==> config.mk <==
export PLATFORM = sky130hd
export DESIGN_NAME = dtc_therm_window_decoder_flat
export DESIGN_NICKNAME = d
export VERILOG_FILES = /design/src/rtl/dtc_therm_window_decoder_if.sv /design/src/rtl/dtc_therm_window_decoder.sv /design/src/flat_wrapper.sv
export SDC_FILE = /design/constraint.sdc
export NUM_CORES = 1
export LEC_CHECK = 0
export CAP_MARGIN = 0
export CORE_UTILIZATION = 50
export CTS_BUF_LIST = sky130_fd_sc_hd__clkbuf_4
export CTS_CLUSTER_SIZE = 10
export DETAILED_ROUTE_END_ITERATION = 16
export PLACE_DENSITY = 0.76
export SLEW_MARGIN = 25
export SYNTH_ARGS = -nofsm -noshare
export SYNTH_HDL_FRONTEND = slang
export SYNTH_SLANG_ARGS = --single-unit
==> constraint.sdc <==
create_clock -name clk -period 1.8 [get_ports clk]
set_input_delay 0.18 -clock clk [delete_from_list [all_inputs] [get_ports clk]]
set_output_delay 0.18 -clock clk [all_outputs]
set_load 0.1 [all_outputs]
==> src/rtl/dtc_therm_window_decoder_if.sv <==
// Sample stream in, per-sample level and window summary out.
// master drives samples and summary ready; slave is the decoder.
interface dtc_therm_window_decoder_if #(
  parameter int WIDTH = 10,
  parameter int WIN   = 16
);
  localparam int LW = $clog2(WIDTH + 1);
  localparam int CW = $clog2(WIN);
  localparam int SW = LW + CW;
  localparam int EW = $clog2(WIN + 1);

  logic             in_valid;
  logic             in_ready;
  logic [WIDTH-1:0] in_code;
  logic             flush;
  logic             lvl_valid;
  logic [LW-1:0]    lvl;
  logic             lvl_err;
  logic             sum_valid;
  logic             sum_ready;
  logic [SW-1:0]    sum_total;
  logic [LW-1:0]    sum_min;
  logic [LW-1:0]    sum_max;
  logic [EW-1:0]    sum_errs;

  modport master (
    output in_valid, in_code, flush, sum_ready,
    input  in_ready, lvl_valid, lvl, lvl_err,
    input  sum_valid, sum_total, sum_min, sum_max, sum_errs
  );

  modport slave (
    input  in_valid, in_code, flush, sum_ready,
    output in_ready, lvl_valid, lvl, lvl_err,
    output sum_valid, sum_total, sum_min, sum_max, sum_errs
  );
endinterface

==> src/rtl/dtc_therm_window_decoder.sv <==
// Thermometer level decoder with windowed sum/min/max/error summary.
// Summary leaves on a valid/ready handshake; final sample waits for it.
module dtc_therm_window_decoder #(
  parameter int WIDTH = 10,
  parameter int WIN   = 16
) (
  input logic clk,
  input logic rst_n,
  dtc_therm_window_decoder_if.slave bus
);
  localparam int LW = $clog2(WIDTH + 1);
  localparam int CW = $clog2(WIN);
  localparam int SW = LW + CW;
  localparam int EW = $clog2(WIN + 1);

  typedef enum logic {ACCUM, PEND} state_e;

  state_e        state_q;
  logic [CW-1:0] cnt_q;
  logic [SW-1:0] acc_sum_q;
  logic [LW-1:0] acc_min_q;
  logic [LW-1:0] acc_max_q;
  logic [EW-1:0] acc_err_q;
  logic          lvl_valid_q;
  logic [LW-1:0] lvl_q;
  logic          lvl_err_q;
  logic [SW-1:0] sum_total_q;
  logic [LW-1:0] sum_min_q;
  logic [LW-1:0] sum_max_q;
  logic [EW-1:0] sum_errs_q;

  logic [LW-1:0] lvl_d;
  logic          err_d;
  logic          found;
  logic          last;
  logic          accept;
  logic [SW-1:0] sum_d;
  logic [LW-1:0] min_d;
  logic [LW-1:0] max_d;
  logic [EW-1:0] errs_d;

  // Lowest zero bit gives the level; any set bit at or above it is illegal.
  always_comb begin
    lvl_d = LW'(WIDTH);
    err_d = 1'b0;
    found = 1'b0;
    for (int i = 0; i < WIDTH; i++) begin
      if (found && bus.in_code[i])
        err_d = 1'b1;
      if (!found && !bus.in_code[i]) begin
        lvl_d = LW'(i);
        found = 1'b1;
      end
    end
  end

  assign last   = (cnt_q == CW'(WIN - 1));
  assign accept = bus.in_valid && bus.in_ready;

  assign bus.in_ready = !bus.flush &&
    (state_q == ACCUM || bus.sum_ready || !last);

  assign sum_d  = acc_sum_q + SW'(lvl_d);
  assign min_d  = (lvl_d < acc_min_q) ? lvl_d : acc_min_q;
  assign max_d  = (lvl_d > acc_max_q) ? lvl_d : acc_max_q;
  assign errs_d = acc_err_q + EW'(err_d);

  always_ff @(posedge clk or negedge rst_n) begin
    if (!rst_n) begin
      state_q     <= ACCUM;
      cnt_q       <= '0;
      acc_sum_q   <= '0;
      acc_min_q   <= LW'(WIDTH);
      acc_max_q   <= '0;
      acc_err_q   <= '0;
      lvl_valid_q <= 1'b0;
      lvl_q       <= '0;
      lvl_err_q   <= 1'b0;
      sum_total_q <= '0;
      sum_min_q   <= '0;
      sum_max_q   <= '0;
      sum_errs_q  <= '0;
    end else begin
      lvl_valid_q <= accept;
      if (accept) begin
        lvl_q     <= lvl_d;
        lvl_err_q <= err_d;
      end
      if (state_q == PEND && bus.sum_ready)
        state_q <= ACCUM;
      if (bus.flush || (accept && last)) begin
        cnt_q     <= '0;
        acc_sum_q <= '0;
        acc_min_q <= LW'(WIDTH);
        acc_max_q <= '0;
        acc_err_q <= '0;
      end else if (accept) begin
        cnt_q     <= cnt_q + CW'(1);
        acc_sum_q <= sum_d;
        acc_min_q <= min_d;
        acc_max_q <= max_d;
        acc_err_q <= EW'(errs_d);
      end
      // Completion overrides a same-cycle handshake so no summary is lost.
      if (accept && last) begin
        state_q     <= PEND;
        sum_total_q <= sum_d;
        sum_min_q   <= min_d;
        sum_max_q   <= max_d;
        sum_errs_q  <= errs_d;
      end
    end
  end

  assign bus.lvl_valid = lvl_valid_q;
  assign bus.lvl       = lvl_q;
  assign bus.lvl_err   = lvl_err_q;
  assign bus.sum_valid = (state_q == PEND);
  assign bus.sum_total = sum_total_q;
  assign bus.sum_min   = sum_min_q;
  assign bus.sum_max   = sum_max_q;
  assign bus.sum_errs  = sum_errs_q;
endmodule

==> src/flat_wrapper.sv <==
// flat-port wrapper written by rule: the top's interface ports become plain ports
module dtc_therm_window_decoder_flat 
#(
  parameter int WIDTH = 10,
  parameter int WIN   = 16
)
  (clk, rst_n, bus_in_valid, bus_in_code, bus_flush, bus_sum_ready, bus_in_ready, bus_lvl_valid, bus_lvl, bus_lvl_err, bus_sum_valid, bus_sum_total, bus_sum_min, bus_sum_max, bus_sum_errs);
  dtc_therm_window_decoder_if #(.WIDTH(WIDTH), .WIN(WIN)) bus_i ();
  input logic clk;
  input logic rst_n;
  input wire logic [$bits(bus_i.in_valid)-1:0] bus_in_valid;
  input wire logic [$bits(bus_i.in_code)-1:0] bus_in_code;
  input wire logic [$bits(bus_i.flush)-1:0] bus_flush;
  input wire logic [$bits(bus_i.sum_ready)-1:0] bus_sum_ready;
  output wire logic [$bits(bus_i.in_ready)-1:0] bus_in_ready;
  output wire logic [$bits(bus_i.lvl_valid)-1:0] bus_lvl_valid;
  output wire logic [$bits(bus_i.lvl)-1:0] bus_lvl;
  output wire logic [$bits(bus_i.lvl_err)-1:0] bus_lvl_err;
  output wire logic [$bits(bus_i.sum_valid)-1:0] bus_sum_valid;
  output wire logic [$bits(bus_i.sum_total)-1:0] bus_sum_total;
  output wire logic [$bits(bus_i.sum_min)-1:0] bus_sum_min;
  output wire logic [$bits(bus_i.sum_max)-1:0] bus_sum_max;
  output wire logic [$bits(bus_i.sum_errs)-1:0] bus_sum_errs;
  assign bus_i.in_valid = bus_in_valid;
  assign bus_i.in_code = bus_in_code;
  assign bus_i.flush = bus_flush;
  assign bus_i.sum_ready = bus_sum_ready;
  assign bus_in_ready = bus_i.in_ready;
  assign bus_lvl_valid = bus_i.lvl_valid;
  assign bus_lvl = bus_i.lvl;
  assign bus_lvl_err = bus_i.lvl_err;
  assign bus_sum_valid = bus_i.sum_valid;
  assign bus_sum_total = bus_i.sum_total;
  assign bus_sum_min = bus_i.sum_min;
  assign bus_sum_max = bus_i.sum_max;
  assign bus_sum_errs = bus_i.sum_errs;
  dtc_therm_window_decoder #(.WIDTH(WIDTH), .WIN(WIN)) u_core (.clk(clk), .rst_n(rst_n), .bus(bus_i));
endmodule
==> metrics.txt <==
Worst Clk Skew=11.63 ps; Final ANT Viol Nets=0; VDD IR-drop max=0.3948 mV; # DRC=0; commonest non-fill, non-tap cell in the layout=buf_4; crit share post-route=1.081; wirelength, routed=8555 microns; FF+latch count, synth=53; RSZ-0062 raised after global routing=yes; Worst Path Buf+Inv=2; CP peak stage delay=470 ps; CTS tree=built; HPWL after DPL=5442 microns; Final WS setup=-145.3 ps; Pwr per Cell Area=553.1 nW/um^2; register area share after synthesis=0.4697; number of enable flip-flop cells after synthesis=0; failing checks=setup timing; CTS Buf Count=5; overall routing resource usage=0.2706; Worst-path clk slew=150 ps; Clock Tree Root=clkbuf_4; die area=5963 sq um; Leak=1.976 nW; DR WL/cell=17.42 microns; Worst Path Required=2110 ps; total congestion overflow=0; Post-Place Worst Slack=-955.8 ps; post-layout minimum cycle time=1945 ps; PortBufs=43; grt met2 use=0.4425; TritonRoute pass-1 iters=4; CTS max path bufs=2; number of fill cells=324; Util after Layout=0.8180; Primary FF master, synth=dfrtp_1; vias in the first global route=2678; Syn Nets=322; total power=2.476 mW; gpl congestion=0.8352; CP endpoint kind=register; area delta synth->final=58.25%; H-tree Lvls=2; Iteration-0 DRC Markers=183; dpl cell area=3923 sq um; CP startpoint kind=register; die span in y=77.22 microns; grt met1 use=0.3642; # nets final=445; die width=77.22 microns; ant diodes=0; effective utilization at floorplan=0.5169; core area=5473 sq um; clock sink count=53; Critical Path AT=2250 ps; Slowest cell on crit path=dfrtp_1; syn avg cell area=9.590 sq um; GRT Max-Usage Layer=met2; final hold viol count=0; global-route wire length before repair=12630 microns; vias per cell=5.735; status=finished, violations left; Post-synth ARST share=1.000; Final setup viols=19; total number of yosys warnings=0; Syn Inst Count=295; critical path class=reg2reg; Site Rows=27; I/O pin cnt=44; commonest cells after routing, fill and taps aside=97 x buf_4, 50 x nand2_1, 50 x dfrtp_1, 16 x o21ai_0, 15 x o21ai_1; share of layout cells above drive strength 1=0.4893; Max-slew headroom=0.7335; initial antenna violation count=0; Worst Hold Class=in2async; via count=2816; count of different cell masters after synthesis=54; MaxCap Viol Count=0; clk_lat worst skew=360 ps; Final Max Tran Viols=0; family with the most delay on the worst path=adder cells; largest net degree at the start of global routing=54; Crit Path Max Fanout=3; final instance area=4477 sq um; FMAX=514.1 MHz; worst-margin pin slew=398.9 ps; M3 GR Usage=0.03690; final setup TNS=-1284 ps; worst path cell trace=ha_4 -> inv_2 -> fa_2 -> inv_4 -> o2111ai_4 -> nand2_2 -> nand3_4 -> or3_1 -> o21ai_1; cell area after synthesis=2829 sq um
[kinds of logic (layout without fill, tap and decap cells)]
| family | after synthesis | after routing | share of synthesized area |
|---|---|---|---|
| AO/OA/AOI/OAI | 78 | 78 | 0.1946 |
| XOR/XNOR | 12 | 12 | 0.03715 |
| adder cells (fa/ha/maj) | 13 | 13 | 0.05971 |
| buffers and inverters | 26 | 150 | 0.03494 |
| flip-flops | 53 | 53 | 0.4697 |
| multiplexers | 6 | 6 | 0.02344 |
| AND/OR/NAND/NOR | 107 | 107 | 0.1805 |
[per-layer routing]
layer | vias up | share of wire
met1 | 1376 | 0.42
met4 | 0 | 0.029
met2 | 112 | 0.50
li1 | 1306 | -
met5 | - | 0
met3 | 22 | 0.048
[stage by stage]
stage / hold slack, ps / std cells
after floorplan: -115.6 / 295
after global placement: 193.9 / 460
after detailed placement: 194.1 / 460
after CTS: 329.4 / 480
after global routing: 341.0 / 491
final: 331.8 / 491
[synthesized netlist by cell type, types with 2 or more instances]
library cell / count / area [sq um]
a21oi_1: 6 / 30.03
a22o_1: 5 / 43.79
a31oi_1: 5 / 31.28
a32o_1: 3 / 30.03
and2_2: 2 / 15.01
and2b_1: 2 / 15.01
and3_1: 2 / 12.51
and4_2: 3 / 30.03
clkbuf_1: 7 / 26.28
dfrtp_1: 51 / 1276
dfstp_2: 2 / 52.55
ha_1: 11 / 137.6
inv_1: 18 / 67.56
mux2i_1: 4 / 40.04
nand2_1: 56 / 210.2
nand3_1: 10 / 50.05
nand4_1: 3 / 18.77
nor2_1: 14 / 52.55
nor2b_1: 5 / 31.28
nor3_1: 2 / 10.01
o2111ai_1: 2 / 17.52
o21ai_0: 29 / 145.1
o21ai_1: 4 / 20.02
o22ai_1: 2 / 12.51
o2bb2ai_1: 3 / 26.28
o311ai_0: 3 / 26.28
o31ai_1: 3 / 22.52
or3_1: 2 / 12.51
xnor2_1: 7 / 61.31
xor2_1: 5 / 43.79
[where the power goes]
| group | total [mW] | switching [mW] | leakage [nW] | internal [mW] |
|---|---|---|---|---|
| Clock | 0.537 | 0.356 | 0.0338 | 0.182 |
| Combinational | 0.673 | 0.379 | 1.23 | 0.294 |
| Sequential | 1.27 | 0.0367 | 0.716 | 1.23 |
| Total | 2.48 | 0.771 | 1.98 | 1.71 |
[state kept, by name, indices dropped and copies added, names as in the netlist]
name	flops
u_core.acc_sum_q	8
u_core.bus.sum_total	8
u_core.acc_err_q	5
u_core.bus.sum_errs	5
u_core.acc_max_q	4
u_core.acc_min_q	4
u_core.bus.lvl	4
u_core.bus.sum_max	4
u_core.bus.sum_min	4
u_core.cnt_q	4
u_core.bus.lvl_err	1
u_core.bus.lvl_valid	1
u_core.bus.sum_valid	1
[what timing repair did]
action,CTS,global route
setup buffers,11,12
hold buffers,1,0
endpoints found under the setup margin,43,43
endpoints found under the hold margin,51,0
pin swaps,21,14
resized for setup,75,40
[layout make-up]
class / count / area, sq um / share of cell area
Timing Repair Buffer: 124 / 1016 / 0.2269
Clock buffer: 7 / 52.55 / 0.01174
Multi-Input combinational cell: 216 / 1909 / 0.4265
Tap cell: 72 / 90.09 / 0.02012
Inverter: 18 / 75.07 / 0.01677
Clock inverter: 1 / 3.754 / 0.0008385
Sequential cell: 53 / 1330 / 0.2971
[final timing paths]
path                                               startpoint                            endpoint  slack, ps  depth (start not counted)
min in group clk                               bus_in_code[5]     u_core.acc_max_q[1]$_DFFE_PN0P_        400                          6
min reg2reg                u_core.bus.sum_errs[0]$_DFFE_PN0P_  u_core.bus.sum_errs[0]$_DFFE_PN0P_        500                          2
min                                                     rst_n   u_core.bus.sum_max[3]$_DFFE_PN0P_        330                          3
max reg2reg                   u_core.acc_sum_q[0]$_DFFE_PN0P_     u_core.acc_sum_q[6]$_DFFE_PN0P_       -150                          9
max in group asynchronous                               rst_n     u_core.acc_min_q[3]$_DFFE_PN1P_       1190                          3
max                           u_core.acc_sum_q[0]$_DFFE_PN0P_     u_core.acc_sum_q[6]$_DFFE_PN0P_       -150                          9
[worst min-delay path, cell delays in order]
cell and delay (ps):
dlygate4sd3_1 530, buf_2 120, buf_12 260
Power figures use the tool's default switching activity.
